--- config.mk ---
export PLATFORM = sky130hd
export DESIGN_NAME = perf_snapshot_unit
export DESIGN_NICKNAME = d
export VERILOG_FILES = /design/src/rtl/perf_snapshot_unit.sv
export SDC_FILE = /design/constraint.sdc
export NUM_CORES = 1
export LEC_CHECK = 0
export CORE_MARGIN = 2
export CORE_UTILIZATION = 52
export DETAILED_ROUTE_END_ITERATION = 8
export PLACE_DENSITY = 0.84
export SYNTH_ARGS = -nofsm -noshare
export SYNTH_HDL_FRONTEND = slang
export SYNTH_SLANG_ARGS = --single-unit
--- constraint.sdc ---
create_clock -name clk_i -period 4.01 [get_ports clk_i]
set_input_delay 0.802 -clock clk_i [delete_from_list [all_inputs] [get_ports clk_i]]
set_output_delay 0.802 -clock clk_i [all_outputs]
set_load 0.02 [all_outputs]
--- src/rtl/perf_snapshot_unit.sv ---
// Captures a timestamp plus the generic performance counters on a threshold-interrupt edge
// and streams them to memory. Optional ring of snapshot slots behind PERF_SNAP_WRAP_EN.
module perf_snapshot_unit #(
  parameter int unsigned NUM_COUNTERS = 6,
  parameter int unsigned FIFO_DEPTH   = 4,
  parameter int unsigned SNAP_SLOTS   = 4
) (
  input  logic        clk_i,
  input  logic        rst_i,
  input  logic        enable_i,
  input  logic        irq_i,
  input  logic        clear_i,
  input  logic [63:0] cycle_count_i,
  input  logic [63:0] base_addr_i,
  output logic [11:0] cnt_addr_o,
  input  logic [63:0] cnt_data_i,
  output logic        wr_req_o,
  input  logic        wr_gnt_i,
  output logic [63:0] wr_addr_o,
  output logic [63:0] wr_data_o,
  output logic        busy_o,
  output logic        done_o,
  output logic        overrun_o
);

  localparam int unsigned IdxW  = (NUM_COUNTERS > 1) ? $clog2(NUM_COUNTERS) : 1;
  localparam int unsigned WordW = $clog2(NUM_COUNTERS + 1);
  localparam int unsigned PtrW  = $clog2(FIFO_DEPTH);
  localparam int unsigned CntW  = PtrW + 1;
  localparam logic [IdxW-1:0] LastIdx = IdxW'(NUM_COUNTERS - 1);

  typedef enum logic [2:0] {StIdle, StHdr, StRead, StDrain, StDone} state_e;

  state_e            state_q, state_d;
  logic              irq_q, trig;
  logic [63:0]       ts_q, ts_d, base_q, base_d, slot_addr;
  logic [IdxW-1:0]   idx_q, idx_d;
  logic [WordW-1:0]  wcnt_q, wcnt_d;
  logic [63:0]       mem_q [FIFO_DEPTH];
  logic [PtrW-1:0]   wptr_q, rptr_q;
  logic [CntW-1:0]   count_q;
  logic              full, push, pop;
  logic [63:0]       push_data;

  assign trig = irq_i & ~irq_q & enable_i;
  // Push is gated on the registered count, so a full FIFO blocks even when popping.
  assign full = (count_q == CntW'(FIFO_DEPTH));
  assign pop  = wr_req_o & wr_gnt_i;

`ifdef PERF_SNAP_WRAP_EN
  localparam int unsigned SlotW = (SNAP_SLOTS > 1) ? $clog2(SNAP_SLOTS) : 1;
  logic [SlotW-1:0] slot_q;

  always_ff @(posedge clk_i) begin
    if (rst_i || clear_i) begin
      slot_q <= '0;
    end else if (state_q == StDone) begin
      slot_q <= (slot_q == SlotW'(SNAP_SLOTS - 1)) ? '0 : slot_q + 1'b1;
    end
  end

  assign slot_addr = base_addr_i + 64'(slot_q) * 64'((NUM_COUNTERS + 1) * 8);
`else
  logic unused_snap_slots;
  assign unused_snap_slots = ^32'(SNAP_SLOTS);
  assign slot_addr = base_addr_i;
`endif

  always_comb begin
    state_d    = state_q;
    ts_d       = ts_q;
    base_d     = base_q;
    idx_d      = idx_q;
    push       = 1'b0;
    push_data  = ts_q;
    cnt_addr_o = '0;
    done_o     = 1'b0;
    wcnt_d     = pop ? wcnt_q + 1'b1 : wcnt_q;
    unique case (state_q)
      StIdle: begin
        if (trig) begin
          ts_d    = cycle_count_i;
          base_d  = slot_addr;
          idx_d   = '0;
          wcnt_d  = '0;
          state_d = StHdr;
        end
      end
      StHdr: begin
        if (!full) begin
          push    = 1'b1;
          state_d = StRead;
        end
      end
      StRead: begin
        cnt_addr_o = 12'hB03 + 12'(idx_q);
        if (!full) begin
          push      = 1'b1;
          push_data = cnt_data_i;
          if (idx_q == LastIdx) state_d = StDrain;
          else                  idx_d   = idx_q + 1'b1;
        end
      end
      StDrain: begin
        if (count_q == '0) state_d = StDone;
      end
      StDone: begin
        done_o  = 1'b1;
        state_d = StIdle;
      end
      default: state_d = StIdle;
    endcase
  end

  always_ff @(posedge clk_i) begin
    if (rst_i) begin
      state_q   <= StIdle;
      irq_q     <= 1'b0;
      ts_q      <= '0;
      base_q    <= '0;
      idx_q     <= '0;
      wcnt_q    <= '0;
      wptr_q    <= '0;
      rptr_q    <= '0;
      count_q   <= '0;
      overrun_o <= 1'b0;
    end else begin
      state_q <= state_d;
      irq_q   <= irq_i;
      ts_q    <= ts_d;
      base_q  <= base_d;
      idx_q   <= idx_d;
      wcnt_q  <= wcnt_d;
      if (push) wptr_q <= wptr_q + 1'b1;
      if (pop)  rptr_q <= rptr_q + 1'b1;
      count_q <= count_q + CntW'(push) - CntW'(pop);
      // Losing a trigger takes priority over a simultaneous clear.
      if (trig && state_q != StIdle) overrun_o <= 1'b1;
      else if (clear_i)              overrun_o <= 1'b0;
    end
  end

  always_ff @(posedge clk_i) begin
    if (push) mem_q[wptr_q] <= push_data;
  end

  assign busy_o    = (state_q != StIdle);
  assign wr_req_o  = (count_q != '0);
  assign wr_data_o = wr_req_o ? mem_q[rptr_q] : '0;
  assign wr_addr_o = wr_req_o ? base_q + (64'(wcnt_q) << 3) : '0;

endmodule

==> out/metrics.yaml, run 1 <==
postCtsSetupRepairBufs: 0
synth_top_family_by_area: "simple AND/OR/NAND/NOR gates"
drive_gt1_frac: 0.154
fin_ws_ns: 0.126
max-slew-margin-rel: 0.412
fin_cells: 2243
skew_ns: 0.0127
yosysMostFrequentCell: "nand2_1"
hold_ws_ns: 0.451
syn_to_final_growth_pct: 30.5
die_h_um: 188
yosys_warnings: 0
crit_fanout: 12
cts_buffers: 41
crit_path_end_kind: "primary output"
final-max-slew-violation-count: 0
async_flop_share: 0
slowest_delay_ns: 0.62
crit_type: "flip-flop to primary output"
rsz0062_at_grt: "no"
clock_latency_ns: 0.54
fin_crit_sh: 0.968
fillers: 2265
drc: 0
mappedNetlistArea_um2: 17600
power_mw: 12.6
antenna_left: 0
cts_hold_buf: 0
synth_top_area_share: 0.437
ys_seq_area_frac: 0.605
fin_util: 0.686
start_util: 0.526
start_kind: "flip-flop"
cts_tree: "done"
io_buffer_count: 336
synth_area_leader_cell: "edfxtp_1"
arrival_ns: 3.08
coreArea_um2: 33400
p_per_area_nw_per_um2: 548
synthAdderAreaFrac: 0.0115
synth_seq_cells: 404
synthSimpleGateAreaFrac: 0.149
avgSynthCellArea_um2: 12.2
grt_max_degree: 85
status: "completed"
avgRoutedWirePerCell_um: 20.4
path_clk_slew_ns: 0.06
vias: 12600
ios: 342
placedCellCount: 2164
gp_congestion: 0.904
drtPass1Iterations: 5
cp_slowest_cell: "clkdlybuf4s50_1"
timing_hold_violations_final: 0
num_rows: 67
p_leak_nw: 7.94
wl_mm: 45.8
die_area_um2: 35300
yosys-top-cells-area: "edfxtp_1 44%, dfxtp_1 17%, mux4_2 8.2%"
dp_slack_ns: 0.246
hp-class: "flip-flop to flip-flop"
yosys-top-cells-count: "283 x nand2_1, 256 x edfxtp_1, 155 x a21oi_1, 148 x dfxtp_1, 74 x and2_1"
cts.htree.levels: 2
synth_cell_type_count: 57
clock_path_buffers: 3
synth_compound_area_frac: 0.0555
synth_edf_count: 256
die_w_um: 188
fmaxAchievable_mhz: 257
syn_inst: 1447
cp.required_ns: 3.21
vias_per_cell: 5.63
first_iter_violations: 902
ir_worst_vdd_mv: 0.343
grt_pass1_wl_mm: 70.5
grt_overflow: 0
antenna_found_initial: 3
grt_usage: 0.255
synthFlopType: "edfxtp_1"
cts-root-buf: "clkbuf_16"
synth_mux_area_frac: 0.125
fin_crit_ns: 3.88
path_cells: "ha_1, a21oi_1, and2_2, or4_4, xor2_1, nor2_1, clkdlybuf4s50_1"
worst_pin_slew_ns: 0.875
num-nets-final: 1972
cts_sinks: 404
setup_viol: 0
max_cap_viol_count: 0
synthXorXnorAreaFrac: 0.0229
grt_pass1_vias: 12700
place_hpwl_mm: 30.4
==> sequential cells by signal, summed over array words and instances (netlist names), 2 cells and up, named ones only <==
register,count
mem_q,256
base_q,64
ts_q,64
count_q,3
idx_q,3
state_q,3
wcnt_q,3
rptr_q,2
wptr_q,2
==> path summary, 6_finish.rpt <==
kind,startpoint,end,slack (ns),cells after the start
hold / removal,ts_q[0],ts_q[0],0.45,2
hold reg to reg,ts_q[0],ts_q[0],0.45,2
setup / recovery,wcnt_q[2],wr_addr_o[40],0.13,7
setup reg to reg,count_q[1],count_q[2],1.08,11
==> layout by cell type, fill, tap and decap left out, types with 11 or more instances in the layout <==
master,instances
clkdlybuf4s50_1,301
nand2_1,283
edfxtp_1,256
a21oi_1,154
dfxtp_1,146
and2_1,70
mux2_2,65
mux4_2,64
nor2_1,57
clkbuf_16,43
xnor2_1,26
buf_4,21
nand4_1,20
xor2_1,20
nand3_1,17
inv_1,16
o21ai_0,15
dlygate4sd2_1,14
nor3_1,13
or3_1,13
ha_1,13
dlymetal6s2s_1,12
buf_12,11
==> cell type report <==
type / count / area, µm² / share of cell area
Antenna cell: 3 / 7.51 / 0.000327
Clock buffer: 52 / 1130 / 0.0492
Clock inverter: 24 / 295 / 0.0129
Inverter: 17 / 63.8 / 0.00278
Multi-Input combinational cell: 928 / 6530 / 0.284
Sequential cell: 404 / 10700 / 0.464
Tap cell: 448 / 561 / 0.0244
Timing Repair Buffer: 367 / 3710 / 0.162
==> repair_timing <==
action,CTS,global route
gates resized for setup,37,30
gates cloned,0,0
endpoints found under the setup margin,30,21
==> power breakdown <==
part	leakage (nW)	internal [mW]	switching (mW)	total [mW]
Clock	0.700	2.36	1.64	3.99
Combinational	3.66	1.73	1.85	3.58
Sequential	3.58	4.78	0.213	5.00
Total	7.94	8.87	3.70	12.6
==> cells by family (layout without fill, tap and decap cells) <==
kind of cell | Yosys count | after routing
xor gates and xnor gates | 46 | 46
and+or+nand+nor | 545 | 545
buffers and inverters | 119 | 460
adders and majority gates | 15 | 15
muxes | 131 | 131
DFF | 404 | 404
AOI/OAI and AO/OA | 186 | 186
other | 1 | 8
==> routing by layer <==
layer | vias up | wire length (µm) | part of all wire | GRT usage
li1 | 5833 | - | - | -
met4 | 0 | 1310 | 0.029 | 0.0766
met5 | - | 0 | 0 | 0
met2 | 580 | 22700 | 0.49 | 0.440
met3 | 89 | 3460 | 0.075 | 0.0533
met1 | 6132 | 18400 | 0.40 | 0.324
==> stage by stage <==
| step | area, µm² | setup TNS, ns |
|---|---|---|
| 2_1_floorplan | 17600 | 0 |
| 3_3_place_gp | 21500 | 0 |
| 3_5_place_dp | 21500 | 0 |
| 4_1_cts | 22900 | -0.0373 |
| 5_1_grt | 23000 | 0 |
| 6_report | 23000 | 0 |
==> critical path: cells and delay by family (launching register included) <==
family / cells / cell delay, ns
AND/OR/NAND/NOR: 3 / 0.98
buffers and inverters: 1 / 0.62
flip-flops: 1 / 0.35
adder cells (fa/ha/maj): 1 / 0.33
XOR/XNOR: 1 / 0.17
AO/OA/AOI/OAI: 1 / 0.10
Note: power is estimated with default switching activity, not from simulation.
==> inputs of run 2 (changes only) <==
- CELL_PAD_IN_SITES_DETAIL_PLACEMENT: unset -> 1
- CELL_PAD_IN_SITES_GLOBAL_PLACEMENT: unset -> 1
- CORE_UTILIZATION: 52 -> 42
- PLACE_DENSITY: 0.84 -> 0.85
==> run 2 against run 1 <==
Effect of this change: clock power is 2% lower; clock skew decreased by 0.0023 ns; register-to-register slack gained 0.31 ns; combinational power up 3%; via count about the same; maximum frequency shrank 3.1%; first-iteration DRC count down 29%; final cell count rose by 4.4%; sequential cell count did not move; die area is 23% higher; global-route usage down 1.7 points; cell area up 0.36%.
==> out/metrics.yaml, run 2 (synthesized netlist as in run 1, its figures left out) <==
status: "completed"  # unchanged
crit_path_end_kind: "primary output"  # unchanged
drc: 0  # unchanged
place_hpwl_mm: 33.9  # was 30.4 mm
hp-class: "flip-flop to flip-flop"  # unchanged
wl_mm: 51.6  # was 45.8 mm
layout_common_cells: "299 x clkdlybuf4s50_1, 283 x nand2_1, 256 x edfxtp_1"  # was 301 x clkdlybuf4s50_1, 283 x nand2_1, 256 x edfxtp_1
die_area_um2: 43500  # was 35300 µm²
cts_buffers: 45  # was 41
p_per_area_nw_per_um2: 545  # was 548 nW/µm²
max_flop_register: "mem_q"  # unchanged
grt_usage: 0.238  # was 0.255
ios: 342  # unchanged
p_leak_nw: 7.85  # was 7.94 nW
max-slew-margin-rel: 0.341  # was 0.412
power_mw: 12.6  # about the same
fin_tns_setup_ns: 0  # unchanged
cts_tree: "done"  # unchanged
grt_overflow: 0  # unchanged
whs_path_depth: 2  # unchanged
num_rows: 74  # was 67
top_regs: "mem_q (256), base_q (64), ts_q (64)"  # unchanged
avgRoutedWirePerCell_um: 22.0  # was 20.4 µm
antenna_found_initial: 7  # was 3
first_iter_violations: 642  # was 902
cts.htree.levels: 2  # unchanged
max_cap_viol_count: 0  # unchanged
grt_pass1_vias: 14100  # was 12700
final_common_cell: "clkdlybuf4s50_1"  # unchanged
arrival_ns: 3.21  # was 3.08 ns
vias: 12600  # about the same
reg2regPathDepth: 12  # was 11
vias_per_cell: 5.40  # was 5.63
ir_worst_vdd_mv: 0.333  # was 0.343 mV
die_w_um: 209  # was 188 µm
fmaxAchievable_mhz: 249  # was 257 MHz
clock_latency_ns: 0.56  # was 0.54 ns
skew_ns: 0.0105  # was 0.0127 ns
grt_pass1_wl_mm: 80.1  # was 70.5 mm
coreArea_um2: 41100  # was 33400 µm²
start_kind: "flip-flop"  # unchanged
cts_sinks: 404  # unchanged
timing_hold_violations_final: 0  # unchanged
worst_pin_slew_ns: 0.989  # was 0.875 ns
fin_util: 0.560  # was 0.686
syn_to_final_growth_pct: 31.0  # was 30.5%
final-max-slew-violation-count: 0  # unchanged
setup_viol: 0  # unchanged
path_clk_slew_ns: 0.06  # about the same
start_util: 0.428  # was 0.526
fin_crit_sh: 1.00  # was 0.968
cts-root-buf: "clkbuf_16"  # unchanged
fin_crit_ns: 4.01  # was 3.88 ns
num-nets-final: 1984  # was 1972
crit_type: "flip-flop to primary output"  # unchanged
grt_max_degree: 90  # was 85
antenna_left: 0  # unchanged
drive_gt1_frac: 0.161  # was 0.154
clock_path_buffers: 3  # unchanged
cp.required_ns: 3.21  # about the same
crit_fanout: 7  # was 12
largest_reg_flops: 256  # unchanged
gp_congestion: 0.892  # was 0.904
io_buffer_count: 336  # unchanged
drtPass1Iterations: 4  # was 5
die_h_um: 209  # was 188 µm
## run 2: area by class of cell
cell class,count,area (µm²)
fill,4208,18100
sequential,404,10700
timing repair buffer,375,3710
clock inverter,26,198
antenna,3,7.51
clock buffer,56,1180
inverter,17,63.8
multi-input combinational,928,6560
tap,532,666
## run 2: what timing repair did
item / 4_1_cts / 5_1_grt
hold buffers: 0 / 0
setup endpoints to repair: 38 / 27
pin swaps: 3 / 3
resized for setup: 63 / 28
buffers inserted: 2 / 1
## run 2: stage by stage
| step | hold slack [ns] | instance area [µm²] | std cells | setup WS [ns] |
|---|---|---|---|---|
| global route | 0.483 | 23000 | 2340 | -0.0352 |
| detailed placement | 0.445 | 21600 | 2253 | 0.0879 |
| CTS | 0.457 | 23000 | 2337 | 0.00347 |
| floorplan | 0.432 | 17600 | 1451 | 0.748 |
| global placement | 0.439 | 21600 | 2253 | 0.259 |
| finish | 0.451 | 23000 | 2341 | 0.000169 |
## run 2: worst paths after layout
| path | startpoint | endpoint | slack (ns) |
|---|---|---|---|
| max | base_q[17] | wr_addr_o[36] | 0.0002 |
| min | ts_q[5] | ts_q[5] | 0.45 |
| max reg2reg | count_q[2] | count_q[2] | 1.39 |
| min reg2reg | ts_q[5] | ts_q[5] | 0.45 |
## run 2: where the power goes
group          leakage, nW  internal [mW]  switching (mW)
Combinational         3.60           1.72            1.96
Clock                0.664           2.22            1.68
Sequential            3.58           4.79           0.178
## run 2: metal layers
layer	GRT usage	up-vias	share of wire
met2	0.429	371	0.51
met4	0.0635	8	0.024
met5	0	-	0.00099
met3	0.0564	81	0.061
met1	0.284	6333	0.41
li1	-	5848	-
## run 2: critical path, cell delays in order (launching register included)
cell             delay [ns]
dfxtp_1                0.42
and4_1                 0.29
buf_4                  0.17
nand4_1                0.27
nor4_1                 0.54
xnor2_1                0.12
nor2_1                 0.19
clkdlybuf4s50_1        0.64
